**src/rtl/array_pkg.sv**
```systemverilog
// Shared types and defaults for the systolic-array feeder slice.
package array_pkg;

  localparam int DEF_HEIGHT  = 4;
  localparam int DEF_IWIDTH  = 16;
  localparam int DEF_MAC_CYC = 16;

  typedef enum logic [1:0] {
    IDLE,
    CLEAR,
    STREAM,
    DRAIN
  } feed_state_t;

  typedef struct packed {
    logic en_i;
    logic clr_i;
    logic mac_done;
  } row_ctl_t;

endpackage

```
**src/rtl/array_ifm_feeder_if.sv**
```systemverilog
// Upstream vector handshake into the feeder; master is the producer, slave the feeder.
interface array_ifm_feeder_if #(
  parameter int HEIGHT = 4,
  parameter int IWIDTH = 16
);

  logic                     in_valid;
  logic                     in_ready;
  logic                     in_last;
  logic signed [IWIDTH-1:0] in_ifm [HEIGHT];

  modport master (
    output in_valid,
    output in_last,
    output in_ifm,
    input  in_ready
  );

  modport slave (
    input  in_valid,
    input  in_last,
    input  in_ifm,
    output in_ready
  );

endinterface

```
**src/rtl/skew_reg.sv**
```systemverilog
// DEPTH-stage delay line for one row's control bundle and ifm word; DEPTH=0 is a wire.
module skew_reg
  import array_pkg::*;
#(
  parameter int DEPTH  = 1,
  parameter int IWIDTH = DEF_IWIDTH
) (
  input  logic                     clk,
  input  logic                     rst,
  input  row_ctl_t                 ctl,
  input  logic signed [IWIDTH-1:0] data,
  output row_ctl_t                 ctl_q,
  output logic signed [IWIDTH-1:0] data_q
);

  if (DEPTH == 0) begin : g_pass
    logic unused_clk_rst;
    assign unused_clk_rst = clk ^ rst;
    assign ctl_q  = ctl;
    assign data_q = data;
  end else begin : g_pipe
    row_ctl_t                 ctl_pipe  [DEPTH];
    logic signed [IWIDTH-1:0] data_pipe [DEPTH];

    always_ff @(posedge clk) begin
      if (rst) begin
        for (int i = 0; i < DEPTH; i++) begin
          ctl_pipe[i]  <= '0;
          data_pipe[i] <= '0;
        end
      end else begin
        ctl_pipe[0]  <= ctl;
        data_pipe[0] <= data;
        for (int i = 1; i < DEPTH; i++) begin
          ctl_pipe[i]  <= ctl_pipe[i-1];
          data_pipe[i] <= data_pipe[i-1];
        end
      end
    end

    assign ctl_q  = ctl_pipe[DEPTH-1];
    assign data_q = data_pipe[DEPTH-1];
  end

endmodule

```
**src/rtl/array_ifm_feeder.sv**
```systemverilog
// Holds each accepted ifm vector for MAC_CYC cycles and drives diagonally skewed
// row controls (en_i/clr_i/mac_done) and data into the systolic array.
module array_ifm_feeder
  import array_pkg::*;
#(
  parameter int HEIGHT  = DEF_HEIGHT,
  parameter int IWIDTH  = DEF_IWIDTH,
  parameter int MAC_CYC = DEF_MAC_CYC
) (
  input  logic                     clk,
  input  logic                     rst,
  array_ifm_feeder_if.slave        up,
  output logic signed [IWIDTH-1:0] ifm [HEIGHT],
  output logic [HEIGHT-1:0]        en_i,
  output logic [HEIGHT-1:0]        clr_i,
  output logic [HEIGHT-1:0]        mac_done,
  output logic                     busy
);

  localparam int            CW         = (MAC_CYC > 1) ? $clog2(MAC_CYC) : 1;
  localparam logic [CW-1:0] CNT_LAST   = CW'(MAC_CYC - 1);
  localparam int            DW         = (HEIGHT > 2) ? $clog2(HEIGHT - 1) : 1;
  localparam logic [DW-1:0] DRAIN_LAST = DW'((HEIGHT > 1) ? HEIGHT - 2 : 0);

  feed_state_t              state;
  logic [CW-1:0]            cnt;
  logic [DW-1:0]            drain_cnt;
  logic                     hold_empty;
  logic                     lat_last;
  logic signed [IWIDTH-1:0] lat_ifm [HEIGHT];
  logic                     accept;
  logic                     final_hold;

  row_ctl_t                 row0_ctl;
  logic signed [IWIDTH-1:0] row0_ifm [HEIGHT];
  row_ctl_t                 row_ctl  [HEIGHT];

  assign final_hold  = (state == STREAM) && !hold_empty && (cnt == CNT_LAST);
  assign up.in_ready = !rst && ((state == IDLE) ||
                                ((state == STREAM) && hold_empty) ||
                                (final_hold && !lat_last));
  assign accept      = up.in_valid && up.in_ready;
  assign busy        = (state != IDLE);

  // Sequencing: one CLEAR per accumulation, then MAC_CYC-cycle holds chained
  // back-to-back, an empty-hold stall when upstream is late, and a drain that
  // lets the last vector ripple through the skew before going idle.
  always_ff @(posedge clk) begin
    if (rst) begin
      state      <= IDLE;
      cnt        <= '0;
      drain_cnt  <= '0;
      hold_empty <= 1'b0;
    end else begin
      case (state)
        IDLE: begin
          if (accept) state <= CLEAR;
        end
        CLEAR: begin
          state      <= STREAM;
          cnt        <= '0;
          hold_empty <= 1'b0;
        end
        STREAM: begin
          if (hold_empty) begin
            if (accept) begin
              hold_empty <= 1'b0;
              cnt        <= '0;
            end
          end else if (cnt == CNT_LAST) begin
            if (lat_last) begin
              state     <= (HEIGHT > 1) ? DRAIN : IDLE;
              drain_cnt <= '0;
            end else if (accept) begin
              cnt <= '0;
            end else begin
              hold_empty <= 1'b1;
            end
          end else begin
            cnt <= cnt + 1'b1;
          end
        end
        DRAIN: begin
          if (drain_cnt == DRAIN_LAST) state <= IDLE;
          else drain_cnt <= drain_cnt + 1'b1;
        end
        default: state <= IDLE;
      endcase
    end
  end

  always_ff @(posedge clk) begin
    if (rst) begin
      lat_last <= 1'b0;
      for (int h = 0; h < HEIGHT; h++) lat_ifm[h] <= '0;
    end else if (accept) begin
      lat_last <= up.in_last;
      for (int h = 0; h < HEIGHT; h++) lat_ifm[h] <= up.in_ifm[h];
    end
  end

  // Row 0 is decoded straight from the FSM registers; data is zeroed when idle.
  always_comb begin
    row0_ctl          = '0;
    row0_ctl.en_i     = (state == STREAM) && !hold_empty;
    row0_ctl.clr_i    = (state == CLEAR);
    row0_ctl.mac_done = final_hold;
    for (int h = 0; h < HEIGHT; h++) begin
      row0_ifm[h] = row0_ctl.en_i ? lat_ifm[h] : '0;
    end
  end

  for (genvar h = 0; h < HEIGHT; h++) begin : g_row
    skew_reg #(
      .DEPTH  (h),
      .IWIDTH (IWIDTH)
    ) u_skew (
      .clk    (clk),
      .rst    (rst),
      .ctl    (row0_ctl),
      .data   (row0_ifm[h]),
      .ctl_q  (row_ctl[h]),
      .data_q (ifm[h])
    );

    assign en_i[h]     = row_ctl[h].en_i;
    assign clr_i[h]    = row_ctl[h].clr_i;
    assign mac_done[h] = row_ctl[h].mac_done;
  end

endmodule
```
**src/flat_wrapper.sv**
```systemverilog
// flat-port wrapper written by rule: the top's interface ports become plain ports
module array_ifm_feeder_flat import array_pkg::*;
#(
  parameter int HEIGHT  = DEF_HEIGHT,
  parameter int IWIDTH  = DEF_IWIDTH,
  parameter int MAC_CYC = DEF_MAC_CYC
)
  (clk, rst, ifm, en_i, clr_i, mac_done, busy, up_in_valid, up_in_last, up_in_ifm, up_in_ready);
  array_ifm_feeder_if #(.HEIGHT(HEIGHT), .IWIDTH(IWIDTH)) up_i ();
  input  logic clk;
  input  logic rst;
  output logic signed [IWIDTH-1:0] ifm[HEIGHT];
  output logic [HEIGHT-1:0] en_i;
  output logic [HEIGHT-1:0] clr_i;
  output logic [HEIGHT-1:0] mac_done;
  output logic busy;
  input wire logic [$bits(up_i.in_valid)-1:0] up_in_valid;
  input wire logic [$bits(up_i.in_last)-1:0] up_in_last;
  input wire logic [$bits(up_i.in_ifm)-1:0] up_in_ifm;
  output wire logic [$bits(up_i.in_ready)-1:0] up_in_ready;
  assign up_i.in_valid = up_in_valid;
  assign up_i.in_last = up_in_last;
  assign up_i.in_ifm = {>>{up_in_ifm}};
  assign up_in_ready = up_i.in_ready;
  array_ifm_feeder #(.HEIGHT(HEIGHT), .IWIDTH(IWIDTH), .MAC_CYC(MAC_CYC)) u_core (.clk(clk), .rst(rst), .up(up_i), .ifm(ifm), .en_i(en_i), .clr_i(clr_i), .mac_done(mac_done), .busy(busy));
endmodule
```
**config.mk**
```make
export PLATFORM = sky130hd
export DESIGN_NAME = array_ifm_feeder_flat
export DESIGN_NICKNAME = d
export VERILOG_FILES = /design/src/rtl/array_pkg.sv /design/src/rtl/array_ifm_feeder_if.sv /design/src/rtl/skew_reg.sv /design/src/rtl/array_ifm_feeder.sv /design/src/flat_wrapper.sv
export SDC_FILE = /design/constraint.sdc
export NUM_CORES = 1
export LEC_CHECK = 0
export CORE_ASPECT_RATIO = 0.5
export CORE_UTILIZATION = 53
export DETAILED_ROUTE_END_ITERATION = 16
export GPL_ROUTABILITY_DRIVEN = 0
export GPL_TIMING_DRIVEN = 0
export PLACE_DENSITY = 0.84
export SYNTH_ARGS = -nofsm -noshare
export SYNTH_HDL_FRONTEND = slang
export SYNTH_SLANG_ARGS = --single-unit
```
**constraint.sdc**
```tcl
create_clock -name clk -period 5.6 [get_ports clk]
set_input_delay 0.56 -clock clk [delete_from_list [all_inputs] [get_ports clk]]
set_output_delay 0.56 -clock clk [all_outputs]
set_load 0.03 [all_outputs]
```
==> After elaboration in Yosys (flattened, before gate mapping) <==
Memory sizes are Yosys's and may differ from the RTL's.
Cells that the tools add are included.
{ "op_classes": {"n_addsub": 2, "n_eq_ne": 12, "mux": 49, "n_bitwise": 14, "reduce_logical": 20} }
{ "op_table": {"columns": ["cell", "count"], "rows": [
  ["$mux W16", 14],
  ["$mux W2", 9],
  ["$mux W3", 6],
  ["$mux W4", 4],
  ["$reduce_or A16 Y1", 1],
  ["$or A1 B1 Y1", 14],
  ["$mux W1", 12],
  ["$reduce_and A5 Y1", 2],
  ["$pmux W2 S4", 1],
  ["$pmux W4 S2", 1],
  ["$eq A2 B2 Y1 const B", 3],
  ["$logic_and A1 B1 Y1", 6],
  ["$ne A2 B1 Y1 const B", 3],
  ["$ne A2 B2 Y1 const B", 3],
  ["$reduce_bool A2 Y1", 3],
  ["$add A4 B1 Y4 const B", 1],
  ["$eq A4 B4 Y1 const B", 1],
  ["$ne A4 B3 Y1 const B", 1],
  ["$pmux W2 S2", 1],
  ["$logic_not A1 Y1", 3],
  ["$reduce_or A3 Y1", 1],
  ["$add A2 B1 Y2 const B", 1],
  ["$eq A2 B1 Y1 const B", 1],
  ["$logic_not A2 Y1", 1],
  ["3 further kinds", 4]
]} }
{ "totals": {"regBits": 10, "ramBits": 178, "in_bits": 68, "output_inout_bits": 78, "memories": 7} }
{ "memory_table": {"columns": ["memory", "depth", "word_bits", "read_ports", "rd_ports_with_merged_regs", "write_ports", "line", "text"], "rows": [
  ["u_core.lat_ifm", 4, 16, 4, 0, 4, "array_ifm_feeder.sv:30", "logic signed [IWIDTH-1:0] lat_ifm [HEIGHT];"],
  ["u_core.g_row[3].u_skew.g_pipe.data_pipe", 3, 16, 3, 0, 3, "skew_reg.sv:23", "logic signed [IWIDTH-1:0] data_pipe [DEPTH];"],
  ["u_core.g_row[2].u_skew.g_pipe.data_pipe", 2, 16, 2, 0, 2, "skew_reg.sv:23", null],
  ["u_core.g_row[1].u_skew.g_pipe.data_pipe", 1, 16, 1, 0, 1, "skew_reg.sv:23", null],
  ["u_core.g_row[3].u_skew.g_pipe.ctl_pipe", 3, 3, 3, 0, 3, "skew_reg.sv:22", "row_ctl_t ctl_pipe [DEPTH];"],
  ["u_core.g_row[2].u_skew.g_pipe.ctl_pipe", 2, 3, 2, 0, 2, "skew_reg.sv:22", null],
  ["+1 memories", null, null, null, null, null, null, null]
]} }

==> Logic depth before layout (Yosys ltp) <==
Gate-level depths: netlist of run 1.
{ "logic_depth": {"depth_word": 12, "depth_mapped": 8, "depth_no_buf": 7} }

==> Hierarchy <==
A second synthesis of run 1 with hierarchy kept.
{ "hier_totals": {"hier_cells": 587, "area_unflattened_um2": 7224.4} }
{ "modules_own_cells": {"columns": ["module", "instances", "cells_each", "area_each_um2", "seq_area_each_um2"], "rows": [
  ["array_ifm_feeder", 1, 291, 3514.6, 2122.0],
  ["skew_reg (u_core.g_row[3].u_skew)", 1, 139, 1695.4, 1141.1],
  ["skew_reg (u_core.g_row[2].u_skew)", 1, 99, 1355.0, 760.7],
  ["skew_reg (u_core.g_row[1].u_skew)", 1, 39, 516.7, 380.4],
  ["skew_reg (u_core.g_row[0].u_skew)", 1, 19, 142.6, 0.0]
]} }

==> Least setup slack after synthesis of run 1 <==
Ideal clock, no wire load.
{ "synth_timing": {"path_kind": "input-to-reg", "start": "input port rst", "end": "memory u_core.lat_ifm[0][0], enable pin", "setup_time_ns": 0.394, "t_arrival_ns": 2.117, "slack_ns": 3.089, "path_stages": 5, "path_cell_list": "buf_4 -> and4bb_2 -> o2bb2ai_2 -> buf_4 -> or2_2"} }
{ "synth_lines": {"columns": ["item", "line", "text"], "rows": [
  ["start: declaration", "flat_wrapper.sv:11", "input logic rst;"],
  ["end: declaration", "array_ifm_feeder.sv:30", null]
]} }

==> impl_metrics.tcl, run 1 <==
set metrics [dict create \
    status "finished clean" \
    fmax_ghz 0.326 \
    ys_ff_latch 179 \
    synth_cell_type_count 40 \
    synth_cells 505 \
    cts_tree "built" \
    rr_startpoint "u_core.cnt[0]" \
    final_cell_mix "144 x clkdlybuf4s50_1, 130 x and2_1, 115 x dfxtp_1, 64 x edfxtp_1, 56 x nor2b_1" \
    initial_core_util_pct 55.8 \
    postRouteAntennaNets 0 \
    fin_util_pct 76.0 \
    drtIter0Drc 183 \
    tightest_slew_ns 0.961 \
    row_count 27 \
    core-area_sq_um 11300 \
    grt_first_pass_wirelength_um 18200 \
    syn_area_sq_um 6300 \
    overflow 0 \
    path_class "flop to output pin" \
    drcViolationCount 0 \
    io_pins 146 \
    hpwl_um 7780 \
    ys_warn_count 0 \
    grt_util_all_layers_pct 19.7 \
    place_area_sq_um 7940 \
    finalInstanceArea_sq_um 8570 \
    reg2reg_slack_ns 3.06 \
    rsz0062_at_grt "no" \
    synth_top_area_share_pct 36.6 \
    grt_antenna_before_repair 0 \
    async_flop_share_pct 0 \
    crit_end "ifm[54]" \
    worstRegToRegCells 5 \
    p_leak_uw 0.00337 \
    routedWlPerCell_um 13.3 \
    syn2layout_area_growth_pct 36.1 \
    yosys.area.top_type "dfxtp_1" \
    cts_sinks 179 \
    insertion_delay_ns 0.42 \
    cts_resized 0 \
    power_density_nw_per_um2 388 \
    num_antenna_cells 0 \
    finalHoldViolations 0 \
    grt_max_degree 65 \
    grt_pass1_vias 3818 \
    avgSynthCellArea_sq_um 12.5 \
    synth.area.top_cells "dfxtp_1 37%, edfxtp_1 31%, and2_1 13%" \
    final.setup_skew_ns 0.00739 \
    syn_nets 579 \
    post-cts-setup-buffers 0 \
    die_w_um 156 \
    dieArea_sq_um 12300 \
    max_slew_margin_pct 35.8 \
    die_h_um 79.1 \
    ys_seq_area_share_pct 67.1 \
    period_share_pct 54.9 \
    max-cap-violations 0 \
    fin_crit_ns 3.07 \
    worst_setup_path_start_kind "flop" \
    layout_commonest_cell "clkdlybuf4s50_1" \
    clock_path_buffers 2 \
    final_cells 840 \
    hold_path_class "flop to flop" \
    dp_cells 808 \
    arrival_ns 2.51 \
    worstPathMaxFanout 10 \
    synth_edf_count 64 \
    num_vias 3852 \
    crit_start "u_core.state[0]" \
    vias_per_cell 4.59 \
    synthFlopType "dfxtp_1" \
    drv_slew 0 \
    path_clk_slew_ns 0.07 \
    final.setup.tns_ns 0 \
    crit_path_end_kind "output pin" \
    final_layout_size_suffix_gt1_share_pct 11.6 \
    worstReg2RegEnd "u_core.lat_ifm[0][8]" \
    postCtsHoldBufs 0 \
    cp.required_ns 5.04 \
    htree_levels 4 \
    dr.pass1.iters 4 \
    io_buffers 144 \
    clock-root-buffer "clkbuf_16" \
    numCtsBuffers 17 \
    ir_drop_mv 0.198 \
    setup_viol 0 \
    nets 742 \
    wirelength_um 11200 \
]
==> synth_stat cells (all sizes together), types with 2 or more instances <==
library cell,n
o211ai,2
nor2,9
or3,2
dfxtp,115
o2bb2ai,2
inv,8
o21a,2
nor3b,2
a31oi,4
clkbuf,19
ha,6
nand2,5
edfxtp,64
o2111ai,2
nand2b,6
and3,2
o21ai,3
mux2i,2
a211oi,2
nor2b,56
nand3,4
buf,38
and2,130
nor3,2
a21oi,7
==> logic make-up (layout without fill, tap and decap cells) <==
logic type,count (synthesis),count (layout),synth area share [%]
AO/OA/AOI/OAI,28,28,3.14
multiplexers,2,2,0.318
AND/OR/NAND/NOR,224,224,22.0
adder cells (fa/ha/maj),6,6,1.19
flip-flops,179,179,67.1
XOR/XNOR,1,1,0.139
buffers and inverters,65,241,6.14
==> registers in the layout, indices dropped and copies added, names as in the netlist <==
signal / flops
u_core.drain_cnt: 2
u_core.g_row.u_skew.g_pipe.data_pipe: 96
u_core.hold_empty: 1
u_core.state: 2
u_core.lat_last: 1
u_core.lat_ifm: 64
u_core.cnt: 4
u_core.g_row.u_skew.g_pipe.ctl_pipe: 9
==> layout make-up <==
| type | instances | area (sq um) |
|---|---|---|
| buffer | 57 | 357 |
| clock buffer | 23 | 532 |
| inverter | 8 | 30.0 |
| fill | 776 | 2710 |
| tap | 159 | 199 |
| multi-input combinational | 261 | 1690 |
| timing repair buffer | 144 | 1440 |
| clock inverter | 9 | 100 |
| sequential | 179 | 4220 |
==> routing by layer <==
layer,GRT usage (%),up-vias,wire length [um]
met2,34.1,113,5660
met4,10.3,0,167
met1,22.6,1796,4720
met3,5.35,14,617
li1,-,1929,-
met5,0,-,0
==> report_power, final <==
part | internal, uW | switching (uW) | leakage [uW] | total (uW)
Clock | 729 | 502 | 0.000313 | 1230
Combinational | 242 | 322 | 0.00145 | 564
Sequential | 1500 | 35.5 | 0.00160 | 1530
==> worst max-delay path, cell delays in order, from the launching register on <==
cell and delay, ns:
dfxtp_1 0.34, inv_1 0.09, ha_1 0.27, nand2b_1 0.13, inv_1 0.12, clkbuf_1 0.29
and2_1 0.18, clkdlybuf4s50_1 0.67
==> metrics by stage <==
step	hold slack [ns]	setup WS, ns	total power (uW)
finish	0.433	2.53	3330
global placement	0.418	2.27	2110
CTS	0.437	2.52	3350
floorplan	0.414	3.09	1900
global route	0.446	2.38	3460
detailed placement	0.422	2.68	2130
==> how the worst min path moves through the flow <==
stage,startpoint,to,slack (ns),depth (start not counted)
2_1_floorplan,u_core.g_row[2].u_skew.g_pipe.data_pipe[0][0],u_core.g_row[2].u_skew.g_pipe.data_pipe[0][16],0.41,1
6_report,u_core.lat_ifm[3][5],u_core.g_row[3].u_skew.g_pipe.data_pipe[0][5],0.43,1
3_5_place_dp,u_core.g_row[3].u_skew.g_pipe.data_pipe[0][6],u_core.g_row[3].u_skew.g_pipe.data_pipe[0][22],0.42,1
4_1_cts,u_core.g_row[3].u_skew.g_pipe.data_pipe[0][6],u_core.g_row[3].u_skew.g_pipe.data_pipe[0][22],0.44,1
5_1_grt,u_core.g_row[3].u_skew.g_pipe.data_pipe[0][3],u_core.g_row[3].u_skew.g_pipe.data_pipe[0][19],0.45,1
3_3_place_gp,u_core.g_row[2].u_skew.g_pipe.data_pipe[0][0],u_core.g_row[2].u_skew.g_pipe.data_pipe[0][16],0.42,1
(Power assumes the default switching activity.)
==> run 2, diff against run 1 <==
--- a/config.mk
+++ b/config.mk
@@ -6,11 +6,11 @@
 export NUM_CORES = 1
 export LEC_CHECK = 0
 export CORE_ASPECT_RATIO = 0.5
-export CORE_UTILIZATION = 53
+export CORE_UTILIZATION = 45
 export DETAILED_ROUTE_END_ITERATION = 16
 export GPL_ROUTABILITY_DRIVEN = 0
 export GPL_TIMING_DRIVEN = 0
-export PLACE_DENSITY = 0.84
+export PLACE_DENSITY = 0.76
 export SYNTH_ARGS = -nofsm -noshare
 export SYNTH_HDL_FRONTEND = slang
 export SYNTH_SLANG_ARGS = --single-unit
==> constraint.sdc (replaced) <==
create_clock -name clk -period 2.52 [get_ports clk]
set_input_delay 0.252 -clock clk [delete_from_list [all_inputs] [get_ports clk]]
set_output_delay 0.252 -clock clk [all_outputs]
set_load 0.03 [all_outputs]
==> run 2 against run 1 <==
Net effect: clock power rose by 120%; clock skew rose by 0.0052 ns; combinational power rose by 120%; sequential cell count did not move; total power rose by 120%; non-clock buffer count did not move; utilization fell by 13 points; critical path depth did not move; critical path type unchanged; sequential power rose by 120%.
==> impl_metrics.tcl, run 2 (synthesis results as in run 1) <==
set metrics [dict create \
    cts_tree "built" \
    dr.pass1.iters 4 \
    switching_power_uw 1960 \
    initial_core_util_pct 46.3 \
    htree_levels 4 \
    p_leak_uw 0.00348 \
    hpwl_um 7720 \
    drv_slew 0 \
    max_slew_margin_pct 32.5 \
    pwr-share-clk_pct 36.9 \
    final.setup_skew_ns 0.0126 \
    tightest_slew_ns 1.01 \
    layout_commonest_cell "and2_1" \
    power_density_nw_per_um2 851 \
    num_antenna_cells 0 \
    ir_drop_mv 0.471 \
    filler_cell_count 1096 \
    fin_total_pwr_uw 7320 \
    final_layout_size_suffix_gt1_share_pct 12.5 \
    max-cap-violations 0 \
    drtIter0Drc 181 \
    postRouteAntennaNets 0 \
    pwr-share-seq_pct 46.4 \
    overflow 0 \
    arrival_ns 2.11 \
    post-cts-setup-buffers 0 \
    p_int_uw 5370 \
    clock_path_buffers 2 \
    num_vias 3761 \
    grt_first_pass_wirelength_um 17800 \
    die_h_um 85.7 \
    period_share_pct 93.7 \
    io_buffers 144 \
    worstRegToRegCells 5 \
    final.setup.tns_ns 0 \
    final_cell_mix "130 x and2_1, 125 x clkdlybuf4s50_1, 115 x dfxtp_1, 64 x edfxtp_1, 56 x nor2b_1" \
    routedWlPerCell_um 12.8 \
    crit_start "u_core.state[0]" \
    status "finished clean" \
    reg2reg_slack_ns 0.32 \
    drcViolationCount 0 \
    wl_met1_um 4690 \
    grt_util_all_layers_pct 16.4 \
    dieArea_sq_um 14500 \
    top_register "u_core.g_row.u_skew.g_pipe.data_pipe" \
    fmax_ghz 0.424 \
    grt_pass1_vias 3590 \
    insertion_delay_ns 0.42 \
    cts_sinks 179 \
    largest_register_ffs 96 \
    finalHoldViolations 0 \
    p_comb_share_pct 16.7 \
    numCtsBuffers 17 \
    nets 743 \
    rsz0062_at_grt "no" \
    fin_crit_ns 2.36 \
    dp_cells 841 \
    routed.top_layer "met4" \
    row_count 30 \
    path_class "flop to output pin" \
    setup_viol 0 \
    crit_end "ifm[62]" \
    clock-root-buffer "clkbuf_16" \
    worstReg2RegEnd "u_core.lat_ifm[3][12]" \
    rr_startpoint "u_core.cnt[0]" \
    vias_per_cell 4.30 \
    final_cells 874 \
    grt_antenna_before_repair 0 \
    die_w_um 169 \
    crit_path_end_kind "output pin" \
    core-area_sq_um 13600 \
    hold_path_class "input port to flop" \
    path_clk_slew_ns 0.07 \
    wl_met3_um 710 \
    largest_registers "u_core.g_row.u_skew.g_pipe.data_pipe (96), u_core.lat_ifm (64), u_core.g_row.u_skew.g_pipe.ctl_pipe (9)" \
    worstPathMaxFanout 10 \
    io_pins 146 \
    p_sw_share_pct 26.7 \
    grt_max_degree 33 \
    wirelength_um 11200 \
    worst_setup_path_start_kind "flop" \
    syn2layout_area_growth_pct 36.6 \
    postCtsHoldBufs 0 \
    whs_ns 0.332 \
    route.met2.wl_um 5650 \
    cp.required_ns 2.27 \
]
==> run 2: cell types whose count changed in the layout (fill, tap and decap cells not counted), moves of 2 or more <==
cell | before | now
clkbuf_1 | 16 | 14
clkbuf_8 | 2 | 0
dlymetal6s2s_1 | 0 | 2
clkbuf_2 | 4 | 6
dlygate4sd2_1 | 0 | 16
inv_8 | 1 | 3
clkdlybuf4s50_1 | 144 | 125
==> run 2: repair_timing <==
action | in CTS | in global routing
cloned | 1 | 0
endpoints found under the setup margin | 83 | 35
gates resized for setup | 19 | 6
==> run 2: stage by stage <==
stage,util (%),setup slack (ns),cell area (sq um)
after detailed placement,58.7,-0.113,7980
final,63.3,0.160,8600
after global routing,63.3,0.0200,8600
after CTS,63.3,0.00388,8600
after floorplan,-,0.127,6300
after global placement,58.7,-0.520,7980
==> run 2: per-layer routing <==
| metal | GRT usage, % | vias to the layer above |
|---|---|---|
| met5 | 0 | - |
| met4 | 6.80 | 0 |
| met2 | 28.4 | 96 |
| met1 | 19.3 | 1712 |
| li1 | - | 1942 |
| met3 | 4.80 | 11 |
==> run 2: how the worst min path moves through the flow <==
| stage | depth (start not counted) | from | endpoint | slack (ns) |
|---|---|---|---|---|
| final | 3 | rst | u_core.cnt[1] | 0.33 |
| after floorplan | 2 | up_in_last | u_core.lat_last | 0.40 |
| after global placement | 1 | u_core.g_row[2].u_skew.g_pipe.data_pipe[0][10] | u_core.g_row[2].u_skew.g_pipe.data_pipe[0][26] | 0.42 |
| after global routing | 3 | rst | u_core.cnt[1] | 0.33 |
| after detailed placement | 1 | u_core.g_row[3].u_skew.g_pipe.data_pipe[0][24] | u_core.g_row[3].u_skew.g_pipe.data_pipe[0][40] | 0.42 |
| after CTS | 3 | rst | u_core.cnt[1] | 0.30 |
==> run 2: area by class of cell <==
class | instances | area, sq um | area share, %
flip-flops and latches | 179 | 4220 | 49.1
multi-input cells | 262 | 1710 | 19.8
repair buffers | 144 | 1420 | 16.5
clock buffers | 19 | 475 | 5.53
plain buffers | 57 | 358 | 4.16
well taps | 192 | 240 | 2.79
clock inverters | 13 | 148 | 1.72
inverters | 8 | 30.0 | 0.349
==> run 2: critical path: stages, from the launching register on <==
cell           delay [ns]
dfxtp_1              0.34
inv_1                0.08
ha_1                 0.25
nand2b_1             0.13
inv_1                0.12
clkbuf_2             0.21
and2_1               0.15
dlygate4sd2_1        0.41
==> run 2: power groups by stage <==
stage / registers [uW] / clock network [uW] / logic [uW]
detailed placement: 3470 / 0 / 1260
finish: 3400 / 2700 / 1230
global route: 3420 / 2890 / 1330
global placement: 3460 / 0 / 1240
floorplan: 3500 / 0 / 729
CTS: 3400 / 2750 / 1240
==> run 3, diff against run 2 <==
--- a/config.mk
+++ b/config.mk
@@ -11,6 +11,7 @@
 export GPL_ROUTABILITY_DRIVEN = 0
 export GPL_TIMING_DRIVEN = 0
 export PLACE_DENSITY = 0.76
+export SETUP_SLACK_MARGIN = 0.4
 export SYNTH_ARGS = -nofsm -noshare
 export SYNTH_HDL_FRONTEND = slang
 export SYNTH_SLANG_ARGS = --single-unit
==> run 3 against run 2 <==
Net effect: clock power is 7.8% lower; hold slack worse by 0.027 ns; utilization is 0.53 points lower; non-clock buffer count stayed put; sequential cell count stayed put; clock-buffer cell count is 2 lower; clock skew is 0.0043 ns lower; via count is 1.0% higher; worst setup slack better by 0.18 ns; sequential share of layout area is 0.45 points higher; fmax is 8.4% higher; total power is 2.2% lower.
==> impl_metrics.tcl, run 3 (synthesis results as in run 1) <==
set metrics [dict create \
    routedWlPerCell_um 13.0 \
    multiInputGateArea_sq_um 1740 \
    fin_crit_ns 2.18 \
    path_clk_slew_ns 0.07 \
    period_share_pct 86.4 \
    postCtsHoldBufs 0 \
    num_vias 3800 \
    clock_path_buffers 2 \
    grt_first_pass_wirelength_um 17300 \
    final_layout_size_suffix_gt1_share_pct 16.4 \
    grt_util_all_layers_pct 16.0 \
    overflow 0 \
    num_antenna_cells 0 \
    top_register "u_core.g_row.u_skew.g_pipe.data_pipe" \
    p_comb_share_pct 17.7 \
    dieArea_sq_um 14500 \
    syn2layout_area_growth_pct 35.4 \
    setup_ws_ns 0.344 \
    fmax_ghz 0.459 \
    clock-root-buffer "clkbuf_16" \
    worstPathMaxFanout 16 \
    crit_path_end_kind "flop" \
    io_buffers 144 \
    worstRegToRegCells 5 \
    finalHoldViolations 0 \
    max_slew_margin_pct 48.7 \
    row_count 30 \
    arrival_ns 2.24 \
    register_area_sq_um 4230 \
    switching_power_uw 2000 \
    die_h_um 85.7 \
    pwr-share-clk_pct 34.7 \
    largest_registers "u_core.g_row.u_skew.g_pipe.data_pipe (96), u_core.lat_ifm (64), u_core.g_row.u_skew.g_pipe.ctl_pipe (9)" \
    rr_startpoint "u_core.cnt[0]" \
    drcViolationCount 0 \
    tightest_slew_ns 0.769 \
    final.setup_skew_ns 0.00825 \
    fin_total_pwr_uw 7160 \
    core-area_sq_um 13600 \
    final.setup.tns_ns 0 \
    filler_cell_count 1087 \
    wirelength_um 11400 \
    setup_viol 0 \
    path_class "flop to flop" \
    layout_commonest_cell "and2_1" \
    grt_antenna_before_repair 0 \
    p_sw_share_pct 27.9 \
    cts_sinks 179 \
    whs_endpoint "u_core.cnt[1]" \
    worstReg2RegEnd "u_core.lat_ifm[3][12]" \
    pwr-share-seq_pct 47.5 \
    max-cap-violations 0 \
    dr.pass1.iters 4 \
    ir_drop_mv 0.479 \
    final_cell_mix "130 x and2_1, 124 x clkdlybuf4s50_1, 113 x dfxtp_1, 64 x edfxtp_1, 56 x nor2b_1" \
    hpwl_um 7750 \
    rsz0062_at_grt "yes" \
    io_pins 146 \
    postRouteAntennaNets 0 \
    drv_slew 0 \
    hold_path_class "input port to flop" \
    htree_levels 4 \
    grt_pass1_vias 3516 \
    nets 745 \
    cp.required_ns 2.58 \
    status "finished clean" \
    holdPathStages 3 \
    worst_setup_path_start_kind "flop" \
    p_leak_uw 0.00339 \
    numCtsBuffers 17 \
    die_w_um 169 \
    p_int_uw 5160 \
    largest_register_ffs 96 \
    power_density_nw_per_um2 840 \
    initial_core_util_pct 46.3 \
    drtIter0Drc 238 \
    vias_per_cell 4.34 \
    hold_start "rst" \
    insertion_delay_ns 0.42 \
    reg2reg_slack_ns 0.34 \
    cts_tree "built" \
    grt_max_degree 33 \
    place_ws_ns -0.0736 \
]
[run 3: how the worst max path moves through the flow]
stage                                from               endpoint  depth (start not counted)
after floorplan             u_core.cnt[0]   u_core.lat_ifm[0][0]                          5
after global placement        up_in_valid  u_core.lat_ifm[1][10]                          5
after detailed placement      up_in_valid  u_core.lat_ifm[1][10]                          5
after CTS                 u_core.state[0]                ifm[56]                          7
after global routing        u_core.cnt[0]  u_core.lat_ifm[3][12]                          5
final                       u_core.cnt[0]  u_core.lat_ifm[3][12]                          5
[run 3: layout make-up]
class                      instances  share of cell area (%)
tap                              192                    2.82
sequential                       179                    49.6
buffer                            57                    4.30
multi-input combinational        264                    20.4
timing repair buffer             144                    16.0
clock inverter                    15                    1.63
clock buffer                      17                    4.99
inverter                           8                   0.352
[run 3: worst max-delay path: stages, from the launching register on]
cell,delay [ns]
dfxtp_1,0.40
ha_2,0.28
and4b_4,0.29
o2bb2ai_2,0.16
buf_4,0.25
or2_2,0.44
[run 3: routing by layer]
layer  GRT usage (%)  part of all wire, %  vias to the layer above
met4            7.04                  1.8                        0
met3            4.80                  5.7                       19
met5               0                    0                        -
met1            18.4                   43                     1731
met2            27.9                   50                       99
li1                -                    -                     1951
[run 3: stage by stage]
stage	util (%)	hold WS, ns	instance area (sq um)	instances
6_report	62.8	0.305	8530	876
5_1_grt	62.8	0.329	8530	876
4_1_cts	62.5	0.285	8500	874
3_5_place_dp	58.7	0.420	7980	841
3_3_place_gp	58.7	0.418	7980	841
2_1_floorplan	-	0.399	6300	505
[run 3: power by group through the flow]
stage	Sequential, uW	Combinational [uW]	Clock [uW]
6_report	3400	1270	2490
5_1_grt	3430	1370	2660
4_1_cts	3400	1240	2540
3_5_place_dp	3460	1260	0
3_3_place_gp	3460	1240	0
2_1_floorplan	3500	731	0
[run 3: timing repair]
action | CTS | global route
resized for setup | 99 | 11
endpoints found under the setup margin | 84 | 124
setup buffers | 0 | 0
cloned | 1 | 2
